[src/rtl/operand_fetch_pkg.sv]
// Shared types for the operand-fetch sequencer.
//   addr_mode_t   : addressing mode presented by decode
//   alu_op_t      : operation requested from the downstream ALU
//   fetch_state_t : sequencer states
// Helper functions classify modes by index register, add width and operand bytes.
package operand_fetch_pkg;

  localparam int unsigned BYTE = 8;

  typedef enum logic [1:0] {
    ALU_BYPASS_A,
    ALU_ADD,
    ALU_ADD_ZEROPAGE
  } alu_op_t;

  typedef enum logic [3:0] {
    IMPLIED,
    IMMEDIATE,
    ZEROPAGE,
    ZP_X,
    ZP_Y,
    ABSOLUTE,
    ABS_X,
    ABS_Y,
    IND_X,
    IND_Y
  } addr_mode_t;

  typedef enum logic [2:0] {
    StIdle,
    StFetchLo,
    StFetchHi,
    StPtrLo,
    StPtrHi,
    StIndex,
    StDone
  } fetch_state_t;

  // Modes whose index step wraps inside page zero.
  function automatic logic is_zp_index(input addr_mode_t mode);
    return (mode == ZP_X) || (mode == ZP_Y) || (mode == IND_X);
  endfunction

  function automatic logic uses_x(input addr_mode_t mode);
    return (mode == ZP_X) || (mode == ABS_X) || (mode == IND_X);
  endfunction

  // Operand bytes consumed from the instruction stream.
  function automatic logic [15:0] operand_bytes(input addr_mode_t mode);
    unique case (mode)
      IMPLIED:                 return 16'd0;
      ABSOLUTE, ABS_X, ABS_Y:  return 16'd2;
      default:                 return 16'd1;
    endcase
  endfunction

endpackage

[src/rtl/operand_fetch.sv]
// Effective-address sequencer between decode and execute.
// Fetches operand/pointer bytes over a byte-wide read port, uses the external
// combinational ALU for index additions and reports the final address.
// Ports:
//   clk_i, rstn_i             clock, asynchronous active-low reset
//   start_i, mode_i, pc_i,    fetch request and operands (sampled in IDLE)
//   x_i, y_i
//   mem_req_o, mem_addr_o,    byte read port; address held until mem_rvalid_i
//   mem_rdata_i, mem_rvalid_i
//   alu_op_o, op_a_o, op_b_o, ALU request (driven only in INDEX) and its result
//   alu_res_i
//   busy_o, done_o            status; done_o pulses when results are valid
//   ea_o, pc_next_o,          effective address / immediate, updated PC,
//   page_cross_o              carry out of the low byte for 16-bit index adds
module operand_fetch
  import operand_fetch_pkg::*;
#(
  parameter int unsigned ADDR_W = 16,
  parameter int unsigned DATA_W = 8
) (
  input  logic              clk_i,
  input  logic              rstn_i,
  input  logic              start_i,
  input  addr_mode_t        mode_i,
  input  logic [ADDR_W-1:0] pc_i,
  input  logic [DATA_W-1:0] x_i,
  input  logic [DATA_W-1:0] y_i,
  output logic              mem_req_o,
  output logic [ADDR_W-1:0] mem_addr_o,
  input  logic [DATA_W-1:0] mem_rdata_i,
  input  logic              mem_rvalid_i,
  output alu_op_t           alu_op_o,
  output logic [ADDR_W-1:0] op_a_o,
  output logic [ADDR_W-1:0] op_b_o,
  input  logic [ADDR_W-1:0] alu_res_i,
  output logic              busy_o,
  output logic              done_o,
  output logic [ADDR_W-1:0] ea_o,
  output logic [ADDR_W-1:0] pc_next_o,
  output logic              page_cross_o
);

  fetch_state_t      state_q, state_d;
  addr_mode_t        mode_q, mode_d;
  logic [ADDR_W-1:0] pc_q, pc_d;
  logic [BYTE-1:0]   x_q, x_d, y_q, y_d;
  // Assembled byte/address; becomes the effective address on entry to DONE.
  logic [ADDR_W-1:0] addr_q, addr_d;
  // Zero-page pointer used by the PTR states.
  logic [BYTE-1:0]   ptr_q, ptr_d;
  logic              pcross_q, pcross_d;
  logic [BYTE-1:0]   idx;
  logic [BYTE:0]     low_sum;

  logic [ADDR_W-1:0] ea_q, pc_next_q;
  logic              page_cross_q;

  assign idx     = uses_x(mode_q) ? x_q : y_q;
  assign low_sum = {1'b0, addr_q[7:0]} + {1'b0, idx};

  always_comb begin
    state_d    = state_q;
    mode_d     = mode_q;
    pc_d       = pc_q;
    x_d        = x_q;
    y_d        = y_q;
    addr_d     = addr_q;
    ptr_d      = ptr_q;
    pcross_d   = pcross_q;
    mem_req_o  = 1'b0;
    mem_addr_o = '0;
    alu_op_o   = ALU_BYPASS_A;
    op_a_o     = '0;
    op_b_o     = '0;

    unique case (state_q)
      StIdle: begin
        if (start_i) begin
          mode_d   = mode_i;
          pc_d     = pc_i;
          x_d      = x_i;
          y_d      = y_i;
          addr_d   = '0;
          pcross_d = 1'b0;
          state_d  = (mode_i == IMPLIED) ? StDone : StFetchLo;
        end
      end
      StFetchLo: begin
        mem_req_o  = 1'b1;
        mem_addr_o = pc_q;
        if (mem_rvalid_i) begin
          addr_d = {8'h00, mem_rdata_i};
          ptr_d  = mem_rdata_i;
          unique case (mode_q)
            ZP_X, ZP_Y, IND_X:       state_d = StIndex;
            ABSOLUTE, ABS_X, ABS_Y:  state_d = StFetchHi;
            IND_Y:                   state_d = StPtrLo;
            default:                 state_d = StDone;
          endcase
        end
      end
      StFetchHi: begin
        mem_req_o  = 1'b1;
        mem_addr_o = pc_q + 16'd1;
        if (mem_rvalid_i) begin
          addr_d[15:8] = mem_rdata_i;
          state_d      = (mode_q == ABSOLUTE) ? StDone : StIndex;
        end
      end
      StPtrLo: begin
        mem_req_o  = 1'b1;
        mem_addr_o = {8'h00, ptr_q};
        if (mem_rvalid_i) begin
          addr_d[7:0] = mem_rdata_i;
          state_d     = StPtrHi;
        end
      end
      StPtrHi: begin
        mem_req_o  = 1'b1;
        // Pointer increment wraps within page zero.
        mem_addr_o = {8'h00, ptr_q + 8'd1};
        if (mem_rvalid_i) begin
          addr_d[15:8] = mem_rdata_i;
          state_d      = (mode_q == IND_Y) ? StIndex : StDone;
        end
      end
      StIndex: begin
        op_b_o = {8'h00, idx};
        if (is_zp_index(mode_q)) begin
          alu_op_o = ALU_ADD_ZEROPAGE;
          op_a_o   = {8'h00, addr_q[7:0]};
          addr_d   = {8'h00, alu_res_i[7:0]};
          ptr_d    = alu_res_i[7:0];
          state_d  = (mode_q == IND_X) ? StPtrLo : StDone;
        end else begin
          alu_op_o = ALU_ADD;
          op_a_o   = addr_q;
          addr_d   = alu_res_i;
          pcross_d = low_sum[8];
          state_d  = StDone;
        end
      end
      StDone:  state_d = StIdle;
      default: state_d = StIdle;
    endcase
  end

  always_ff @(posedge clk_i or negedge rstn_i) begin
    if (!rstn_i) begin
      state_q  <= StIdle;
      mode_q   <= IMPLIED;
      pc_q     <= '0;
      x_q      <= '0;
      y_q      <= '0;
      addr_q   <= '0;
      ptr_q    <= '0;
      pcross_q <= 1'b0;
    end else begin
      state_q  <= state_d;
      mode_q   <= mode_d;
      pc_q     <= pc_d;
      x_q      <= x_d;
      y_q      <= y_d;
      addr_q   <= addr_d;
      ptr_q    <= ptr_d;
      pcross_q <= pcross_d;
    end
  end

  // Results load on the edge into DONE and hold until the next DONE.
  always_ff @(posedge clk_i or negedge rstn_i) begin
    if (!rstn_i) begin
      ea_q         <= '0;
      pc_next_q    <= '0;
      page_cross_q <= 1'b0;
    end else if (state_d == StDone) begin
      ea_q         <= addr_d;
      pc_next_q    <= pc_d + operand_bytes(mode_d);
      page_cross_q <= pcross_d;
    end
  end

  assign busy_o       = (state_q != StIdle);
  assign done_o       = (state_q == StDone);
  assign ea_o         = ea_q;
  assign pc_next_o    = pc_next_q;
  assign page_cross_o = page_cross_q;

endmodule

[config.mk]
export PLATFORM = sky130hd
export DESIGN_NAME = operand_fetch
export DESIGN_NICKNAME = d
export VERILOG_FILES = /design/src/rtl/operand_fetch_pkg.sv /design/src/rtl/operand_fetch.sv
export SDC_FILE = /design/constraint.sdc
export NUM_CORES = 1
export LEC_CHECK = 0
export BUFFER_PORTS_ARGS = -buffer_cell sky130_fd_sc_hd__buf_2
export CORE_MARGIN = 2
export CORE_UTILIZATION = 58
export CTS_CLUSTER_SIZE = 20
export DETAILED_ROUTE_END_ITERATION = 10
export PLACE_DENSITY = 0.86
export SYNTH_ARGS = -nofsm -noshare
export SYNTH_HDL_FRONTEND = slang
export SYNTH_SLANG_ARGS = --single-unit
export TNS_END_PERCENT = 1
[constraint.sdc]
create_clock -name clk_i -period 6.7 [get_ports clk_i]
set_input_delay 0 -clock clk_i [delete_from_list [all_inputs] [get_ports clk_i]]
set_output_delay 0 -clock clk_i [all_outputs]
set_load 0.03 [all_outputs]
* Yosys cells after proc, flatten, opt, wreduce, memory -nomap -nowiden
Cells that the tools add are included.
** Cells by class
- Div/mod/pow operators :: 0
- $mul :: 0
- Reduce and logical (&&, ||, !) cells :: 16
- Bitwise operators :: 0
- Shift operators :: 0
- Add/sub/neg operators :: 4
- Equality and inequality tests :: 19
- Magnitude comparators :: 0
- Muxes and demuxes :: 39
** Operators with widths (count)
- $mux W16 :: 8
- $pmux W16 S4 :: 1
- $pmux W8 S4 :: 2
- $mux W8 :: 6
- $eq A4 B3 Y1 const B :: 7
- $mux W3 :: 8
- $pmux W3 S6 :: 1
- $add A16 B1 Y16 const B :: 1
- $add A16 B16 Y16 :: 1
- $pmux W8 S2 :: 1
- $eq A3 B3 Y1 const B :: 4
- $add A8 B8 Y9 :: 1
- $pmux W3 S3 :: 1
- $reduce_or A3 Y1 :: 3
- $add A8 B1 Y8 const B :: 1
- $eq A4 B4 Y1 const B :: 2
- $logic_not A4 Y1 :: 2
- $mux W2 :: 4
- $mux W4 :: 2
- $eq A3 B2 Y1 const B :: 2
- $eq A4 B2 Y1 const B :: 1
- $logic_or A1 B1 Y1 :: 4
- $ne A2 B2 Y1 const B :: 2
- $pmux W2 S2 :: 1
- 10 further kinds :: 12
** Word-level totals
- Bits in registers :: 97
- ROM bits :: 0
- Memories :: 0
- RAM bits :: 0
- Latch bits :: 0
- Output and inout bits :: 86
- Input port bits :: 64
- Word-level logic and storage cells :: 89

* Logic depth before layout (Yosys ltp)
- Depth in word-level cells :: 8
- Depth in mapped cells :: 15

* Worst setup path before layout
No wires, ideal clock.
- Path kind :: reg-to-reg
- Start :: reg state_q[2]
- End :: reg pc_next_q[10] (netlist: pc_next_o[10])
- Arrival :: 3.433 ns
- Period minus slack after synthesis :: 3.560 ns
- Required time :: 6.572 ns
- Library setup time :: 0.128 ns
- Path slack :: 3.140 ns
- Stages on the path, launching flop included :: 14
- Path through :: dfrtp_1 buf_2 nor4b_4 buf_4 buf_2 buf_2 buf_2 mux2_2 ha_1 fa_1 or4b_4 nand2b_1 xnor2_1 mux2_1
** Between the ends
- Elaborated cells between the ends (all ways) :: 23
** RTL lines
- start, declared :: line operand_fetch.sv:43 : fetch_state_t state_q, state_d;
- start signal, assigned :: line operand_fetch.sv:150 : state_q <= StIdle;
- start signal, assigned :: line operand_fetch.sv:159 : state_q <= state_d;
- $logic_not A3 Y1 :: line operand_fetch.sv:76 : unique case (state_q)
- $mux W16 :: line operand_fetch.sv:76
- via pc_d[0] :: line operand_fetch.sv:45 : logic [ADDR_W-1:0] pc_q, pc_d;
- $add A16 B16 Y16 :: line operand_fetch.sv:178 : pc_next_q <= pc_d + operand_bytes(mode_d);
- end signal, assigned :: line operand_fetch.sv:178
- end, declared :: line operand_fetch.sv:55 : logic [ADDR_W-1:0] ea_q, pc_next_q;
The timed path passes the listed nets, and every way through them passes these cells. The select of a mux whose other input is x is not followed.
A chain may end at the register's enable or synchronous reset.

* Worst setup path in the final report
- Start :: reg state_q[0]
- End :: reg pc_next_q[11] (netlist: pc_next_o[11])
** Between the ends
- Longest elaborated chain between the ends :: 7
- Elaborated cells between the ends (all ways) :: 23
** Ends and longest elaborated chain
- $logic_not A3 Y1 (*) :: line operand_fetch.sv:76
- $mux W4 (*) :: line operand_fetch.sv:76
- via mode_d[0] :: line operand_fetch.sv:44 : addr_mode_t mode_q, mode_d;
- $eq A4 B3 Y1 :: line operand_fetch_pkg.sv:50 : unique case (mode)
- $reduce_or A3 Y1 :: line operand_fetch_pkg.sv:50
- $pmux W2 S2 (*) :: line operand_fetch_pkg.sv:50
- $mux W16 (*) :: line operand_fetch.sv:176 : end else if (state_d == StDone) begin
- $add A16 B16 Y16 (*) :: line operand_fetch.sv:178
The timed path passes the listed nets; every way through them passes the cells marked *. The select of a mux whose other input is x is not followed.

==> flow_summary.yaml <==
global_route:
  grt_max_degree: 52
  grt_pass1_vias: 5327
  grt_use_total: 0.3127
  antenna_found_initial: 0
  grt_pass1_wl_um: 27040
  globalRouteOverflowTotal: 0
placed_design:
  dp_hpwl_um: 11440
  routabilityCongestion: 0.9222
  place_inst: 816
  port_buffers: 141
timing:
  maxSlewViolCount: 0
  layout_min_cycle_time_ns: 4.552
  final-setup-viol-count: 0
  holdWs_ns: 0.02026
  clock_skew_ns: 0.01050
  worstMarginPinSlew_ns: 1.130
  rsz0062_at_grt: "false"
  slew_headroom: 0.2407
  finalHoldViolations: 0
  post-route-period-util: 0.6795
  fin_setup_tns_ns: 0
  fmax_ghz: 0.2197
floorplanning:
  die-area_sq_mm: 0.01081
  top_level_ports: 150
  die_h_um: 104.0
  die_x_um: 104.0
  core.rowCount: 36
  start_util: 0.5958
  coreArea_sq_mm: 0.009729
cts:
  ctsResizeCount: 0
  clock_path_buffers: 2
  clk-insertion-delay-late_ns: 0.38
  cts_buffers: 9
  tritoncts: "done"
  htree_levels: 3
  clock_sinks: 97
  clkTransAtPathRegs_ns: 0.09
  cts-root-buf: "clkbuf_8"
power_and_ir_drop:
  swShare: 0.4873
  internal_power_uw: 1782
  power.density_mw_per_mm2: 480.0
  p_seq_frac: 0.330
  p_leak_uw: 0.003519
  ir_drop_uv: 363.6
  p_comb_frac: 0.565
  clkPwrFrac: 0.105
  p_switching_uw: 1694
synthesis:
  synthCells: 573
  synth-async-reset-ratio: 1.000
  synth_area_sq_mm: 0.005797
  yosysMostFrequentCell: "dfrtp_1"
  synth_common_cells: "dfrtp_1, mux2_2, nand2_1"
  synth_top_cell_by_area: "dfrtp_1"
  synth.avg_cell_area_sq_um: 10.12
  ys_ff_latch: 97
  ys_warn_count: 0
  yosysSeqAreaShare: 0.4187
  ys_types: 63
  synth_area_leaders: "dfrtp_1, mux2_2, mux2_1"
  synth_top_area_frac: 0.4187
  ys.flop_type: "dfrtp_1"
  synth_edf_count: 0
run_status:
  status: "finished clean"
finish:
  final_cell_count_no_fill: 886
  seq_area_sq_mm: 0.002427
  drive_gt1_frac: 0.2829
  areaGrowthSynthToFinish_pct: 24.95
  antennaDiodeCount: 0
  multi_input_area_sq_mm: 0.003132
  n_fill_cell: 690
  num-nets-final: 824
detailed_routing:
  routed_wl_um: 16970
  ant_nets: 0
  firstDrtPassIters: 8
  via_per_inst: 6.121
  routedWlPerCell_um: 19.15
  route.detailed.drc: 0
  vias: 5423
  drt-initial-drc-count: 540
min_path:
  hold_class: "in2reg"
  holdCritStartpoint: "alu_res_i[0]"
setup_path:
  cp-start-kind: "flop"
  end_kind: "flop"
  cp.required_ns: 6.96
  critPathLaunch: "state_q[0]"
  worstPathArrival_ns: 4.82
  cp_max_fo: 38
  regToRegStartpoint: "state_q[0]"
  critical_path_class: "reg2reg"
run:
  maxCapViolations: 0
==> metal layers <==
metal | global-route usage | part of all wire | vias to the layer above
met1 | 0.4051 | 0.40 | 2631
met4 | 0.1458 | 0.041 | 0
met2 | 0.5127 | 0.48 | 305
li1 | - | - | 2420
met3 | 0.05451 | 0.077 | 67
met5 | 0 | 0 | -
==> state kept, by name, summed over array words and instances (netlist names) <==
name,count
addr_q,16
ptr_q,8
state_q,3
y_q,8
pc_q,16
pcross_q,1
mode_q,4
page_cross_o,1
pc_next_o,16
ea_o,16
x_q,8
==> cell type report <==
cell class | instances | share of cell area
multi-input combinational | 426 | 0.4324
sequential | 97 | 0.3351
timing repair buffer | 199 | 0.1765
tap | 133 | 0.02297
clock buffer | 13 | 0.02194
inverter | 15 | 0.007773
clock inverter | 3 | 0.003282
==> path summary, 6_finish.rpt <==
| path | to | slack, ns | cells after the start |
|---|---|---|---|
| hold / removal | addr_q[0] | 0.02 | 3 |
| setup reg to reg | pc_next_o[11] | 2.15 | 11 |
| setup / recovery | pc_next_o[11] | 2.15 | 11 |
| hold reg to reg | addr_q[10] | 0.49 | 1 |
| max in group asynchronous | ea_o[0] | 5.46 | 3 |
| min in group asynchronous | pc_next_o[7] | 0.16 | 2 |
==> power groups by stage <==
stage | Clock (uW) | Sequential [uW] | Combinational (uW)
floorplan | 0 | 1180 | 1330
global placement | 0 | 1120 | 1840
detailed placement | 0 | 1140 | 1900
CTS | 368 | 1130 | 1930
global route | 393 | 1180 | 2100
finish | 365 | 1150 | 1960
==> critical path: stages, from the launching register on <==
cell,delay (ns)
dfrtp_1,0.71
nor4b_4,0.84
buf_4,0.55
o21ai_0,0.18
or2_2,0.32
and3_1,0.25
ha_1,0.30
a21oi_1,0.11
nor4_2,0.53
nand3_1,0.20
xnor2_1,0.16
mux2_1,0.28
==> metrics by stage <==
stage	area [sq um]	utilization	setup WS, ns	power [uW]
2_1_floorplan	5823	-	3.140	2515
3_3_place_gp	6520	0.6701	2.410	2960
3_5_place_dp	6520	0.6701	2.281	3040
4_1_cts	7243	0.7445	2.227	3436
5_1_grt	7243	0.7445	1.842	3674
6_report	7243	0.7445	2.148	3476
==> cell families after synthesis <==
family / count (synthesis) / synth area share
muxes: 79 / 0.1507
adders and majority gates: 12 / 0.02720
and+or+nand+nor: 180 / 0.1750
xor gates and xnor gates: 25 / 0.03777
other: 1 / 0.0006469
AOI/OAI and AO/OA: 122 / 0.1427
buffers and inverters: 57 / 0.04727
DFF: 97 / 0.4187
==> cell usage in the layout, fill, tap and decap left out, types with 3 or more instances in the layout <==
| cell | synthesis | final |
|---|---|---|
| nor3_1 | 5 | 5 |
| nor3b_1 | 6 | 6 |
| nand3_1 | 18 | 17 |
| clkbuf_8 | 0 | 11 |
| and3_1 | 22 | 22 |
| o31ai_1 | 4 | 4 |
| ha_1 | 11 | 11 |
| nand4_1 | 3 | 3 |
| inv_1 | 15 | 15 |
| nand2_1 | 40 | 40 |
| a22o_1 | 9 | 9 |
| buf_4 | 12 | 5 |
| a221oi_1 | 3 | 3 |
| dfrtp_1 | 97 | 97 |
| buf_2 | 12 | 140 |
| conb_1 | 1 | 8 |
| a22oi_1 | 8 | 8 |
| xor2_1 | 7 | 7 |
| xnor2_1 | 18 | 18 |
| and2_1 | 19 | 19 |
| a21oi_1 | 22 | 22 |
| mux2_2 | 41 | 41 |
| nand2b_1 | 7 | 7 |
| mux2i_1 | 13 | 13 |
| nor4bb_1 | 3 | 3 |
| nor3b_2 | 3 | 3 |
| a31oi_1 | 6 | 6 |
| a221o_1 | 8 | 8 |
| o22ai_1 | 7 | 7 |
| nor2b_1 | 7 | 7 |
| dlygate4sd3_1 | 0 | 54 |
| nor2_1 | 28 | 28 |
| o21ai_0 | 25 | 25 |
| mux2_1 | 25 | 25 |
| a21o_1 | 12 | 12 |
==> what timing repair did <==
| item | CTS | global route |
|---|---|---|
| endpoints found under the hold margin | 106 | 0 |
| hold buffers | 54 | 0 |
| buffers inserted | 0 | 0 |
Note: power is estimated with default switching activity, not from simulation.
